### src/rtl/sw_debounce_combiner.sv
// Switch front end: per-channel 2-flop synchroniser, debounce, press pulse and a combined LED.
// Optional press counters on PCNT are built when SW_PRESS_CNT_EN is defined.
module sw_debounce_combiner #(
  parameter int N       = 2,
  parameter int CNT_W   = 16,
  parameter int DEB_MAX = 50000,
  parameter int MODE    = 0
) (
  input  logic         CLK,
  input  logic         RST,
  input  logic [N-1:0] SW,
  output logic [N-1:0] LED,
  output logic [N-1:0] PRESS,
  output logic         LED0
`ifdef SW_PRESS_CNT_EN
  ,
  output logic [8*N-1:0] PCNT
`endif
);

  localparam logic [CNT_W-1:0] DEB_LAST = CNT_W'(DEB_MAX - 1);
  localparam logic [CNT_W-1:0] CNT_ONE  = CNT_W'(1);

  logic [N-1:0]     sync1_r;
  logic [N-1:0]     sync2_r;
  logic [CNT_W-1:0] cnt_r     [N];
  logic [CNT_W-1:0] cnt_nxt_s [N];
  logic [N-1:0]     pressed_s;
  logic [N-1:0]     accept_s;

  // Reduction selected by MODE; unknown modes fall back to AND.
  function automatic logic combine(input logic [N-1:0] v);
    case (MODE)
      32'd1:   return |v;
      32'd2:   return ^v;
      default: return &v;
    endcase
  endfunction

  // Debounce next-state: a change is accepted only after DEB_MAX stable mismatching samples.
  always_comb begin
    for (int i = 0; i < N; i++) begin
      pressed_s[i] = ~sync2_r[i];
      if (pressed_s[i] == LED[i]) begin
        cnt_nxt_s[i] = '0;
        accept_s[i]  = 1'b0;
      end else if (cnt_r[i] == DEB_LAST) begin
        cnt_nxt_s[i] = '0;
        accept_s[i]  = 1'b1;
      end else begin
        cnt_nxt_s[i] = cnt_r[i] + CNT_ONE;
        accept_s[i]  = 1'b0;
      end
    end
  end

  // Synchronisers, debounce state, press pulses and optional press counters.
  always_ff @(posedge CLK or posedge RST) begin
    if (RST) begin
      sync1_r <= '1;
      sync2_r <= '1;
      LED     <= '0;
      PRESS   <= '0;
      for (int i = 0; i < N; i++) begin
        cnt_r[i] <= '0;
      end
`ifdef SW_PRESS_CNT_EN
      PCNT    <= '0;
`endif
    end else begin
      sync1_r <= SW;
      sync2_r <= sync1_r;
      for (int i = 0; i < N; i++) begin
        cnt_r[i] <= cnt_nxt_s[i];
        // Accepting a change with pressed_s high is by construction a 0->1 transition.
        PRESS[i] <= accept_s[i] & pressed_s[i];
        if (accept_s[i]) begin
          LED[i] <= pressed_s[i];
        end
`ifdef SW_PRESS_CNT_EN
        if (accept_s[i] & pressed_s[i]) begin
          PCNT[8*i +: 8] <= PCNT[8*i +: 8] + 8'd1;
        end
`endif
      end
    end
  end

  // Combined indicator, one cycle behind LED.
  always_ff @(posedge CLK or posedge RST) begin
    if (RST) begin
      LED0 <= 1'b0;
    end else begin
      LED0 <= combine(LED);
    end
  end

endmodule

### config.mk
export PLATFORM = sky130hd
export DESIGN_NAME = sw_debounce_combiner
export DESIGN_NICKNAME = d
export VERILOG_FILES = /design/src/rtl/sw_debounce_combiner.sv
export SDC_FILE = /design/constraint.sdc
export NUM_CORES = 1
export LEC_CHECK = 0
export ABC_CLOCK_PERIOD_IN_PS = 4900
export CAP_MARGIN = 0
export CELL_PAD_IN_SITES_DETAIL_PLACEMENT = 1
export CELL_PAD_IN_SITES_GLOBAL_PLACEMENT = 1
export CORE_ASPECT_RATIO = 1.5
export CORE_MARGIN = 2
export CORE_UTILIZATION = 50
export CTS_BUF_LIST = sky130_fd_sc_hd__clkbuf_8 sky130_fd_sc_hd__clkbuf_16
export DETAILED_ROUTE_END_ITERATION = 10
export PLACE_DENSITY = 0.83
export SLEW_MARGIN = 20
export SYNTH_ARGS = -nofsm -noshare
export SYNTH_HDL_FRONTEND = slang
export SYNTH_SLANG_ARGS = --single-unit
### constraint.sdc
create_clock -name CLK -period 4.9 [get_ports CLK]
set_input_delay 0.98 -clock CLK [delete_from_list [all_inputs] [get_ports CLK]]
set_output_delay 0.98 -clock CLK [all_outputs]
set_load 0.01 [all_outputs]
# After elaboration in Yosys (flattened, before gate mapping)
# Index checks and enable logic that the tools add are counted.
# Widths: inputs -> output; s select.
# word_totals
register_bits,41
in_bits,4
output_inout_bits,5
elab_cells,27
# op_classes
add_sub_neg,2
eq_ne,4
mux,8
n_bitwise,4
n_reduce_logical,1
# op_table
cell,count
$mux 16,4
$add 16x1->16 const B,2
$eq 16x16->1 const B,2
$mux 1,4
$and 1x1->1,2
$eq 1x1->1,2
$not 1->1,2
$reduce_and 2->1,1

# Logic depth before layout (Yosys ltp)
# logic_depth
ltp_word,4
mapped_depth,6
depth_no_buf,5

# Worst setup path after synthesis
# Ideal clock, no wire load.
# synth_path
path_type,reg2reg
startpoint,reg cnt_r[0] in the netlist's numbering
endpoint,reg cnt_r[10] in the netlist's numbering
setup_ns,0.119
arrival_time_ns,1.578
required_ns,4.781
setup_slack_ns,3.203
path_stages_with_launch,7
path_buffers,1
period_less_slack_ns,1.697
cell_sequence,dfrtp_1 > ha_1 > nand4_1 > or4_4 > nand2_4 > buf_6 > nor2_1
# synth_lines
item,line_no,text
start: declaration,26,logic [CNT_W-1:0] cnt_r [N];
start signal: indexed assignment,74,cnt_r[i] <= cnt_nxt_s[i];

# Worst setup path after layout
# layout_path
startpoint,reg LED[1]
endpoint,out LED[1]
# layout_lines
item,line_no,text
start: declaration,12,"output logic [N-1:0] LED,"
start signal: indexed assignment,78,LED[i] <= pressed_s[i];
# No word-level cell between the ends.

==> results.cfg <==
[route]
ant_nets = 0
drt_iter0_drc = 21
drc = 0
drtPass1Iterations = 4
routed_wl_um = 4000
wl_per_cell_um = 17.1
via_per_inst = 5.59
vias = 1307

[clocking]
cts.clk_slew.worst_paths_ps = 80
insertion_delay_ps = 300
cts_tree = done
cts_hold_buf = 0
h-tree-depth = 2
cts_root_buf = clkbuf_8
cts_num_sinks = 41
cts_max_path_buffers = 2
cts_resized = 0
cts_buffers = 5
post-cts-setup-buffers = 0

[global_route]
grt_overflow = 0
track_usage_pct = 22.2
met1_usage_pct = 23.0
grt_pass1_wl_um = 6760
use_met3_pct = 4.56
first_global_vias = 1499
antenna_found_initial = 0
grtUsageMet2_pct = 40.7
busiest_layer = met2
grt_max_degree = 42

[layout]
syn2layout_area_growth_pct = 13.5
antenna_cells = 0
fill_cells = 396
nets = 196
drive_gt1_share_pct = 7.85

[die]
die_h_um = 78.7
rows = 27
initial_core_util_pct = 51.4
coreArea_um2 = 3610
die_w_um = 53.8
dieArea_um2 = 4230
io_pins = 9

[placement]
dp_slack_ps = 2960
port_buffers = 8
gp_congestion = 0.745
hpwlAfterDp_um = 2850

[critical_path]
critPathBufInv = 1
critPathLaunchType = flip-flop
path_delay_family = buffers and inverters
cp_slowest_cell = clkdlybuf4s50_1
worstSetupPathType = flip-flop to output pin
crit_path_max_fanout = 5
cp_slowest_stage_delay_ps = 560
worstPathArrival_ps = 1280
cp-end-kind = output pin
critPathRequiredTime_ps = 3920
cp_cell_sequence = clkdlybuf4s50_1

[power_and_ir_drop]
ir_drop_v = 0.000214
power.total_uw = 702
clockPowerShare_pct = 46.9
p_int_uw = 557
power_density_nw_per_um2 = 332
switchingPower_uw = 144
sw_frac_of_total_pct = 20.6
combPwrFrac_pct = 3.1
leakagePower_uw = 0.000850
seq_power_share_pct = 50.0

[logic_synthesis]
synthesis.instances = 177
synth-seq-area-share_pct = 55.5
ys_ff_latch = 41
synth_fp_nets = 183
ys_warn_count = 0
ys_types = 25
avgSynthCellArea_um2 = 10.5
netlist_area_um2 = 1860

[sta]
rsz0062_at_grt = no
tightest_slew_ps = 514
min_period_ps = 2260
layout_setup_ws_ps = 2640
hold_ws_ps = 362
hold_viol = 0
slew_headroom_pct = 65.7
finalSetupViolations = 0
fin_crit_sh_pct = 46.1
tns_ps = 0
finalClockSkew_ps = 7.10
timing.fmax_mhz = 443
drv_slew = 0

[job]
drv_cap = 0

[outcome]
outcome = complete, no violations

[worst_hold_path]
hp-class = flip-flop to flip-flop
==> layout make-up <==
type	instances	area [um^2]	share of cell area [%]
clock buffer	5	68.8	3.26
clock inverter	3	68.8	3.26
inverter	5	18.8	0.889
multi-input combinational	128	782	37.0
sequential	41	1030	48.8
tap	43	53.8	2.55
timing repair buffer	9	87.6	4.15
==> placed cells by master, fill, tap and decap left out <==
cell type / count
dfrtp_1: 37
nor2_1: 36
xnor2_1: 24
nand3_1: 11
nor3_1: 10
nand4_1: 9
nand2_1: 9
clkdlybuf4s50_1: 8
nor4_1: 6
xor2_1: 6
inv_1: 5
clkbuf_8: 5
dfstp_2: 4
and3_1: 3
nand4bb_1: 2
nor4bb_1: 2
ha_1: 2
bufinv_16: 2
or3_1: 1
or4_4: 1
nand2_4: 1
and4_1: 1
nor4b_1: 1
and2_1: 1
a21o_1: 1
o21ai_0: 1
inv_6: 1
buf_4: 1
==> registers in the layout, indices dropped and copies added (netlist names) <==
name / cells
PRESS: 2
LED: 2
cnt_r: 32
sync1_r: 2
sync2_r: 2
LED0: 1
==> cell families (layout without fill, tap and decap cells) <==
| family | count (synthesis) | count (layout) | share of synthesized area [%] |
|---|---|---|---|
| flops | 41 | 41 | 55.5 |
| simple gates | 94 | 94 | 25.9 |
| fa+ha+maj | 2 | 2 | 1.35 |
| compound gates | 2 | 2 | 0.673 |
| buf+inv | 8 | 22 | 2.49 |
| xor+xnor | 30 | 30 | 14.1 |
==> cell usage after synthesis, drive strengths merged <==
| library cell | count | share of area, % |
|---|---|---|
| inv | 5 | 1.0 |
| and3 | 3 | 1.0 |
| nor2 | 36 | 7.3 |
| nand4bb | 2 | 1.2 |
| dfrtp | 37 | 50 |
| nor4b | 1 | 0.47 |
| dfstp | 4 | 5.7 |
| o21ai | 1 | 0.27 |
| nor3 | 10 | 2.7 |
| and4 | 1 | 0.47 |
| xnor2 | 24 | 11 |
| and2 | 1 | 0.34 |
| nand4 | 9 | 3.0 |
| buf | 3 | 1.5 |
| or3 | 1 | 0.34 |
| a21o | 1 | 0.40 |
| nor4 | 6 | 2.0 |
| ha | 2 | 1.3 |
| nor4bb | 2 | 1.1 |
| nand3 | 11 | 3.0 |
| nand2 | 10 | 2.4 |
| xor2 | 6 | 2.8 |
| or4 | 1 | 0.61 |
==> path summary, 6_finish.rpt <==
kind	slack, ps	cells past startpoint	startpoint	to
min in group asynchronous	1120	3	RST	cnt_r[17]$_DFF_PP0_
max in group asynchronous	3410	3	RST	sync2_r[1]$_DFF_PP1_
worst min register to register	360	0	sync1_r[1]$_DFF_PP1_	sync2_r[1]$_DFF_PP1_
worst max-delay path	2640	1	LED[1]$_DFFE_PP0P_	LED[1]
worst min-delay path	360	0	sync1_r[1]$_DFF_PP1_	sync2_r[1]$_DFF_PP1_
worst max register to register	2970	5	cnt_r[0]$_DFF_PP0_	cnt_r[10]$_DFF_PP0_
==> power groups by stage <==
stage / clock [uW] / sequential [uW] / combinational [uW]
6_report: 329 / 351 / 21.4
5_1_grt: 346 / 352 / 25.1
4_1_cts: 337 / 351 / 22.4
3_5_place_dp: 0 / 358 / 22.0
3_3_place_gp: 0 / 357 / 20.9
2_1_floorplan: 0 / 356 / 15.4
==> per-stage QoR <==
step                cell area (um^2)  instances  utilization, %
finish                          2110        234            58.4
global route                    2110        234            58.4
CTS                             2110        234            58.4
detailed placement              1970        226            54.6
global placement                1970        226            54.6
floorplan                       1860        177               -
==> routing by layer <==
layer | part of all wire (%) | vias up
met5 | 0 | -
met4 | 1.9 | 0
met3 | 1.9 | 5
met2 | 58 | 14
met1 | 38 | 660
li1 | - | 628
(Power assumes the default switching activity.)
